===== config.mk =====
export PLATFORM = sky130hd
export DESIGN_NAME = tick_watchdog
export DESIGN_NICKNAME = d
export VERILOG_FILES = /design/src/rtl/tick_watchdog_pkg.sv /design/src/rtl/tick_watchdog_interval_timer.sv /design/src/rtl/tick_watchdog.sv
export SDC_FILE = /design/constraint.sdc
export NUM_CORES = 1
export LEC_CHECK = 0
export ABC_AREA = 1
export CAP_MARGIN = 20
export CORE_UTILIZATION = 53
export CTS_CLUSTER_SIZE = 40
export DETAILED_ROUTE_END_ITERATION = 6
export GPL_ROUTABILITY_DRIVEN = 0
export MAX_ROUTING_LAYER = met4
export PLACE_DENSITY_LB_ADDON = 0.08
export SLEW_MARGIN = 30
export SYNTH_ARGS = -nofsm -noshare
export SYNTH_HDL_FRONTEND = slang
export SYNTH_SLANG_ARGS = --single-unit
export TNS_END_PERCENT = 50

===== constraint.sdc =====
create_clock -name clk -period 2.1 [get_ports clk]
set_input_delay 0.315 -clock clk [delete_from_list [all_inputs] [get_ports clk]]
set_output_delay 0.315 -clock clk [all_outputs]
set_load 0.01 [all_outputs]

===== src/rtl/tick_watchdog_pkg.sv =====
// Shared timing definitions for the tick period chain: watchdog state encoding
// and default period/tolerance values also used by the upstream delay stage.
package tick_watchdog_pkg;

    typedef enum logic [1:0] {
        IDLE   = 2'd0,
        SYNC   = 2'd1,
        LOCKED = 2'd2,
        FAULT  = 2'd3
    } wd_state_t;

    localparam int DEF_PERIOD = 7501;
    localparam int DEF_TOL    = 2;
    localparam int DEF_CBITS  = 14;
    localparam int DEF_DIV    = 4;
    localparam int DEF_MBITS  = 4;

endpackage


===== src/rtl/tick_watchdog_interval_timer.sv =====
// Tick-to-tick interval counter with window classification of the current gap.
// Flags are combinational; the owning FSM decides which ones matter in each state.
module interval_timer #(
    parameter int PERIOD = 7501,
    parameter int TOL    = 2,
    parameter int CBITS  = 14
) (
    input  logic clk,
    input  logic rst_n,
    input  logic restart,
    output logic in_win,
    output logic early,
    output logic late
);

    localparam logic [CBITS-1:0] ICNT_ONE = CBITS'(1);
    localparam logic [CBITS:0]   GAP_ONE  = (CBITS+1)'(1);
    localparam logic [CBITS:0]   GAP_LO   = (CBITS+1)'(PERIOD - TOL);
    localparam logic [CBITS:0]   GAP_HI   = (CBITS+1)'(PERIOD + TOL);
    localparam logic [CBITS:0]   GAP_LATE = (CBITS+1)'(PERIOD + TOL + 1);

    logic [CBITS-1:0] icnt_reg;
    logic [CBITS:0]   gap;

    always_ff @(posedge clk or negedge rst_n) begin
        if (!rst_n) begin
            icnt_reg <= '0;
        end else if (restart) begin
            icnt_reg <= '0;
        end else if (icnt_reg != '1) begin
            icnt_reg <= icnt_reg + ICNT_ONE;
        end
    end

    // One bit wider than the counter so the all-ones value cannot wrap to 0.
    assign gap    = {1'b0, icnt_reg} + GAP_ONE;
    assign in_win = (gap >= GAP_LO) && (gap <= GAP_HI);
    assign early  = (gap < GAP_LO);
    assign late   = (gap == GAP_LATE);

endmodule


===== src/rtl/tick_watchdog.sv =====
// Checks the upstream tick period against a tolerance window, tracks lock,
// reports early/late faults with a saturating count, and emits a divided tick.
module tick_watchdog
    import tick_watchdog_pkg::*;
#(
    parameter int PERIOD = DEF_PERIOD,
    parameter int TOL    = DEF_TOL,
    parameter int CBITS  = DEF_CBITS,
    parameter int DIV    = DEF_DIV,
    parameter int MBITS  = DEF_MBITS
) (
    input  logic             clk,
    input  logic             rst_n,
    input  logic             tick,
    input  logic             up_err,
    input  logic             clear,
    output logic             lock,
    output logic             early_err,
    output logic             late_err,
    output logic             div_tick,
    output logic [MBITS-1:0] fault_cnt
);

    localparam int              DBITS    = (DIV > 1) ? $clog2(DIV) : 1;
    localparam logic [DBITS-1:0] DCNT_TOP = DBITS'(DIV - 1);
    localparam logic [DBITS-1:0] DCNT_ONE = DBITS'(1);
    localparam logic [MBITS-1:0] FCNT_ONE = MBITS'(1);

    wd_state_t        state_reg, state_next;
    logic [DBITS-1:0] dcnt_reg, dcnt_next;
    logic [MBITS-1:0] fault_cnt_reg, fault_cnt_next;
    logic             lock_reg, early_reg, late_reg, div_reg;
    logic             early_next, late_next, div_next;
    logic             win_in, win_early, win_late;
    logic             restart;

    // Once faulted, ticks no longer restart the interval; only clear does.
    assign restart = clear || (tick && (state_reg != FAULT));

    interval_timer #(
        .PERIOD (PERIOD),
        .TOL    (TOL),
        .CBITS  (CBITS)
    ) u_timer (
        .clk     (clk),
        .rst_n   (rst_n),
        .restart (restart),
        .in_win  (win_in),
        .early   (win_early),
        .late    (win_late)
    );

    always_comb begin
        state_next     = state_reg;
        dcnt_next      = dcnt_reg;
        fault_cnt_next = fault_cnt_reg;
        early_next     = 1'b0;
        late_next      = 1'b0;
        div_next       = 1'b0;

        if (clear) begin
            state_next = IDLE;
        end else if (up_err && (state_reg != FAULT)) begin
            state_next = FAULT;
        end else begin
            case (state_reg)
                IDLE: begin
                    if (tick) begin
                        state_next = SYNC;
                    end
                end
                SYNC, LOCKED: begin
                    if (win_late) begin
                        late_next  = 1'b1;
                        state_next = FAULT;
                    end else if (tick && win_early) begin
                        early_next = 1'b1;
                        state_next = FAULT;
                    end else if (tick && win_in) begin
                        // First locked tick fires, then every DIV-th one after it.
                        state_next = LOCKED;
                        div_next   = (dcnt_reg == '0);
                        dcnt_next  = (dcnt_reg == DCNT_TOP) ? '0 : dcnt_reg + DCNT_ONE;
                    end
                end
                FAULT: begin
                    state_next = FAULT;
                end
                default: begin
                    state_next = IDLE;
                end
            endcase
        end

        if (state_next != LOCKED) begin
            dcnt_next = '0;
        end

        if ((state_next == FAULT) && (state_reg != FAULT) && (fault_cnt_reg != '1)) begin
            fault_cnt_next = fault_cnt_reg + FCNT_ONE;
        end
    end

    always_ff @(posedge clk or negedge rst_n) begin
        if (!rst_n) begin
            state_reg     <= IDLE;
            dcnt_reg      <= '0;
            fault_cnt_reg <= '0;
            lock_reg      <= 1'b0;
            early_reg     <= 1'b0;
            late_reg      <= 1'b0;
            div_reg       <= 1'b0;
        end else begin
            state_reg     <= state_next;
            dcnt_reg      <= dcnt_next;
            fault_cnt_reg <= fault_cnt_next;
            lock_reg      <= (state_next == LOCKED);
            early_reg     <= early_next;
            late_reg      <= late_next;
            div_reg       <= div_next;
        end
    end

    assign lock      = lock_reg;
    assign early_err = early_reg;
    assign late_err  = late_reg;
    assign div_tick  = div_reg;
    assign fault_cnt = fault_cnt_reg;

endmodule

==> out/metrics.yaml <==
clock_tree:
  cts_root_buffer: "clkbuf_8"
  clk_latency_ns: 0.28
  numCtsBuffers: 3
  cts_tree: "done"
  clockBufferDepth: 2
  cts_max_level: 1
  clkSinkCount: 26
  cts_hold_buffers: 0
  clk_pin_slew_ns: 0.10
detailed_routing:
  drc: 0
  vias: 2048
  wl_um: 5320
  dr.first_iter.drc_count: 141
  vias_per_cell: 5.28
  antenna_left: 0
  dr.pass1.iters: 4
  avgRoutedWirePerCell_um: 13.7
pwr:
  p_per_area_mw_per_mm2: 409
  leakagePower_nw: 1.34
  peakVddDrop_mv: 0.318
run_status:
  status: "finished with violations"
  violations: "negative setup slack"
setup_path:
  crit_fanout: 5
  timing.critical_path.buf_inv: 2
  critPathTopFamily: "simple AND/OR/NAND/NOR gates"
  cp.required_ns: 2.31
  cp_slowest_cell: "dfrtp_1"
  slowest_delay_ns: 0.43
  worstPathArrival_ns: 2.70
  cp-end-kind: "register"
  path_common_cell: "nand2_1"
  path_cells: "ha_4, nand2_4, nor2_4, nand2_2, nand2_2, nand2_4, inv_2, nand2_1, nor2_4, nand2_2, inv_2, nand2_1, nand2_1, nand3_2, nand2_1, nand2_1, nand2_1, nand2_1, nand2_2, nand2_2, nand2_4, nand2_4, a21oi_2"
  path_class: "reg -> reg"
  critPathLaunchType: "register"
run:
  maxCapViolCount: 0
floorplan:
  die_width_um: 63.4
  core_mm2: 0.00347
  fp-row-count: 21
  die-area_mm2: 0.00402
  pin_count: 13
  die_h_um: 63.4
  initial_utilization_pct: 57.6
finish:
  drive_gt1_share_pct: 37.7
  antenna_cells: 0
  largest_reg_flops: 14
  fin_util_pct: 79.7
  multi_input_area_mm2: 0.00135
  syn_to_final_growth_pct: 38.4
  seqCellArea_um2: 654
  finalNetCount: 355
  nFillCells: 254
synthesis:
  synth_most_common_cell: "nand2_1"
  synthTopCellsByCount: "nand2_1 (81), inv_1 (34), dfrtp_1 (26), nand3_1 (25), nor2_1 (22)"
  yosysWarnings: 0
  netlist_instances: 281
  synth_cell_types: 29
  synthFlopType: "dfrtp_1"
  synth_edf_count: 0
  synth_area_per_cell_um2: 7.11
  synth_area_mm2: 0.00200
  synth_area_leaders: "dfrtp_1 (33%), nand2_1 (15%), inv_1 (6.4%)"
  yosysSeqAreaShare_pct: 32.6
  synth_top_area_cell: "dfrtp_1"
  synthArstFlopShare_pct: 100
  synth.ff_latch_count: 26
  yosysTopAreaCellShare_pct: 32.6
  syn_nets: 293
sta:
  fin_tns_setup_ns: -2.97
  setup-violations-final: 10
  slew_viol_final: 0
  max-slew-margin-rel_pct: 76.2
  holdWs_ns: 0.403
  fin_ws_ns: -0.389
  clock-skew-final_ns: 0.00245
  worst_pin_slew_ns: 0.355
  hold_viol: 0
  finalCriticalPeriod_ns: 2.49
  rsz0062_at_grt: "yes"
  fmax_ghz: 0.402
  finalCritPeriodShare_pct: 119
hold_path:
  hold_class: "in -> async"
place:
  dp_slack_ns: -0.379
  dp_hpwl_um: 3880
  io_buffers: 12
grt:
  grt_overflow: 0
  grt_pass1_wl_um: 8590
  grt.total_usage_pct: 28.5
  grt_pass1_vias: 1854
  antenna_found_initial: 0
  grt_max_degree: 27
[kinds of logic after synthesis]
| family | share of synthesized area, % |
|---|---|
| flip-flops | 32.6 |
| AO/OA/AOI/OAI | 8.39 |
| buffers and inverters | 8.08 |
| XOR/XNOR | 1.32 |
| adder cells (fa/ha/maj) | 4.38 |
| AND/OR/NAND/NOR | 45.3 |
[worst paths after layout]
kind | from | to | slack [ns] | depth (start not counted)
max | u_timer.icnt_reg[0] | dcnt_reg[1] | -0.39 | 23
min | rst_n | u_timer.icnt_reg[12] | 0.40 | 2
max reg2reg | u_timer.icnt_reg[0] | dcnt_reg[1] | -0.39 | 23
min reg2reg | dcnt_reg[1] | dcnt_reg[1] | 0.58 | 2
max in group asynchronous | rst_n | u_timer.icnt_reg[3] | 1.42 | 2
min in group clk | dcnt_reg[1] | dcnt_reg[1] | 0.58 | 2
[per-layer routing]
metal / vias to the layer above / track usage [%] / wire length, um
li1: 1026 / - / -
met3: 11 / 2.36 / 291
met1: 953 / 39.0 / 2470
met4: 0 / 7.67 / 97
met2: 58 / 45.1 / 2460
met5: - / - / 0
[power by group]
part           switching (mW)  internal [mW]  total, mW
sequential             0.0110          0.512      0.523
clock                   0.176          0.256      0.431
combinational           0.113         0.0632      0.176
[worst reg2reg max path: cells and delay by family (launching register included)]
family,cells,cell delay (ns)
compound gates,1,0.10
fa+ha+maj,1,0.21
buf+inv,2,0.14
flops,1,0.43
simple gates,19,1.54
[placed cells by master, fill, tap and decap left out, drive strengths merged]
cell type	instances
clkdlybuf4s50	12
a2111oi	1
o21bai	6
o21ai	10
dfrtp	26
nand3b	1
clkbuf	3
nand4	7
nor4	3
a31oi	1
nand2	95
xor2	2
o31ai	1
nor3	3
inv	41
bufinv	1
nor2	35
xnor2	1
ha	7
nand3	33
buf	47
a21oi	6
[cell type report]
class                      instances  area share (%)
multi-input combinational        212            48.9
sequential                        26            23.7
timing repair buffer              59            17.2
inverter                          41            5.57
tap                               46            2.08
clock buffer                       3            1.49
clock inverter                     1            1.09
[per-stage QoR]
stage / power (mW) / cell area [um^2] / std cells
2_1_floorplan: 0.632 / 2020 / 281
5_1_grt: 1.17 / 2770 / 388
3_3_place_gp: 0.690 / 2450 / 372
6_report: 1.13 / 2770 / 388
4_1_cts: 1.12 / 2650 / 384
3_5_place_dp: 0.694 / 2450 / 372
[timing repair]
item | 4_1_cts | 5_1_grt
endpoints found under the setup margin | 9 | 24
pin swaps | 13 | 22
hold endpoints to repair | 0 | 0
resized for setup | 18 | 23
buffers inserted | 8 | 4
Power figures use the tool's default switching activity.
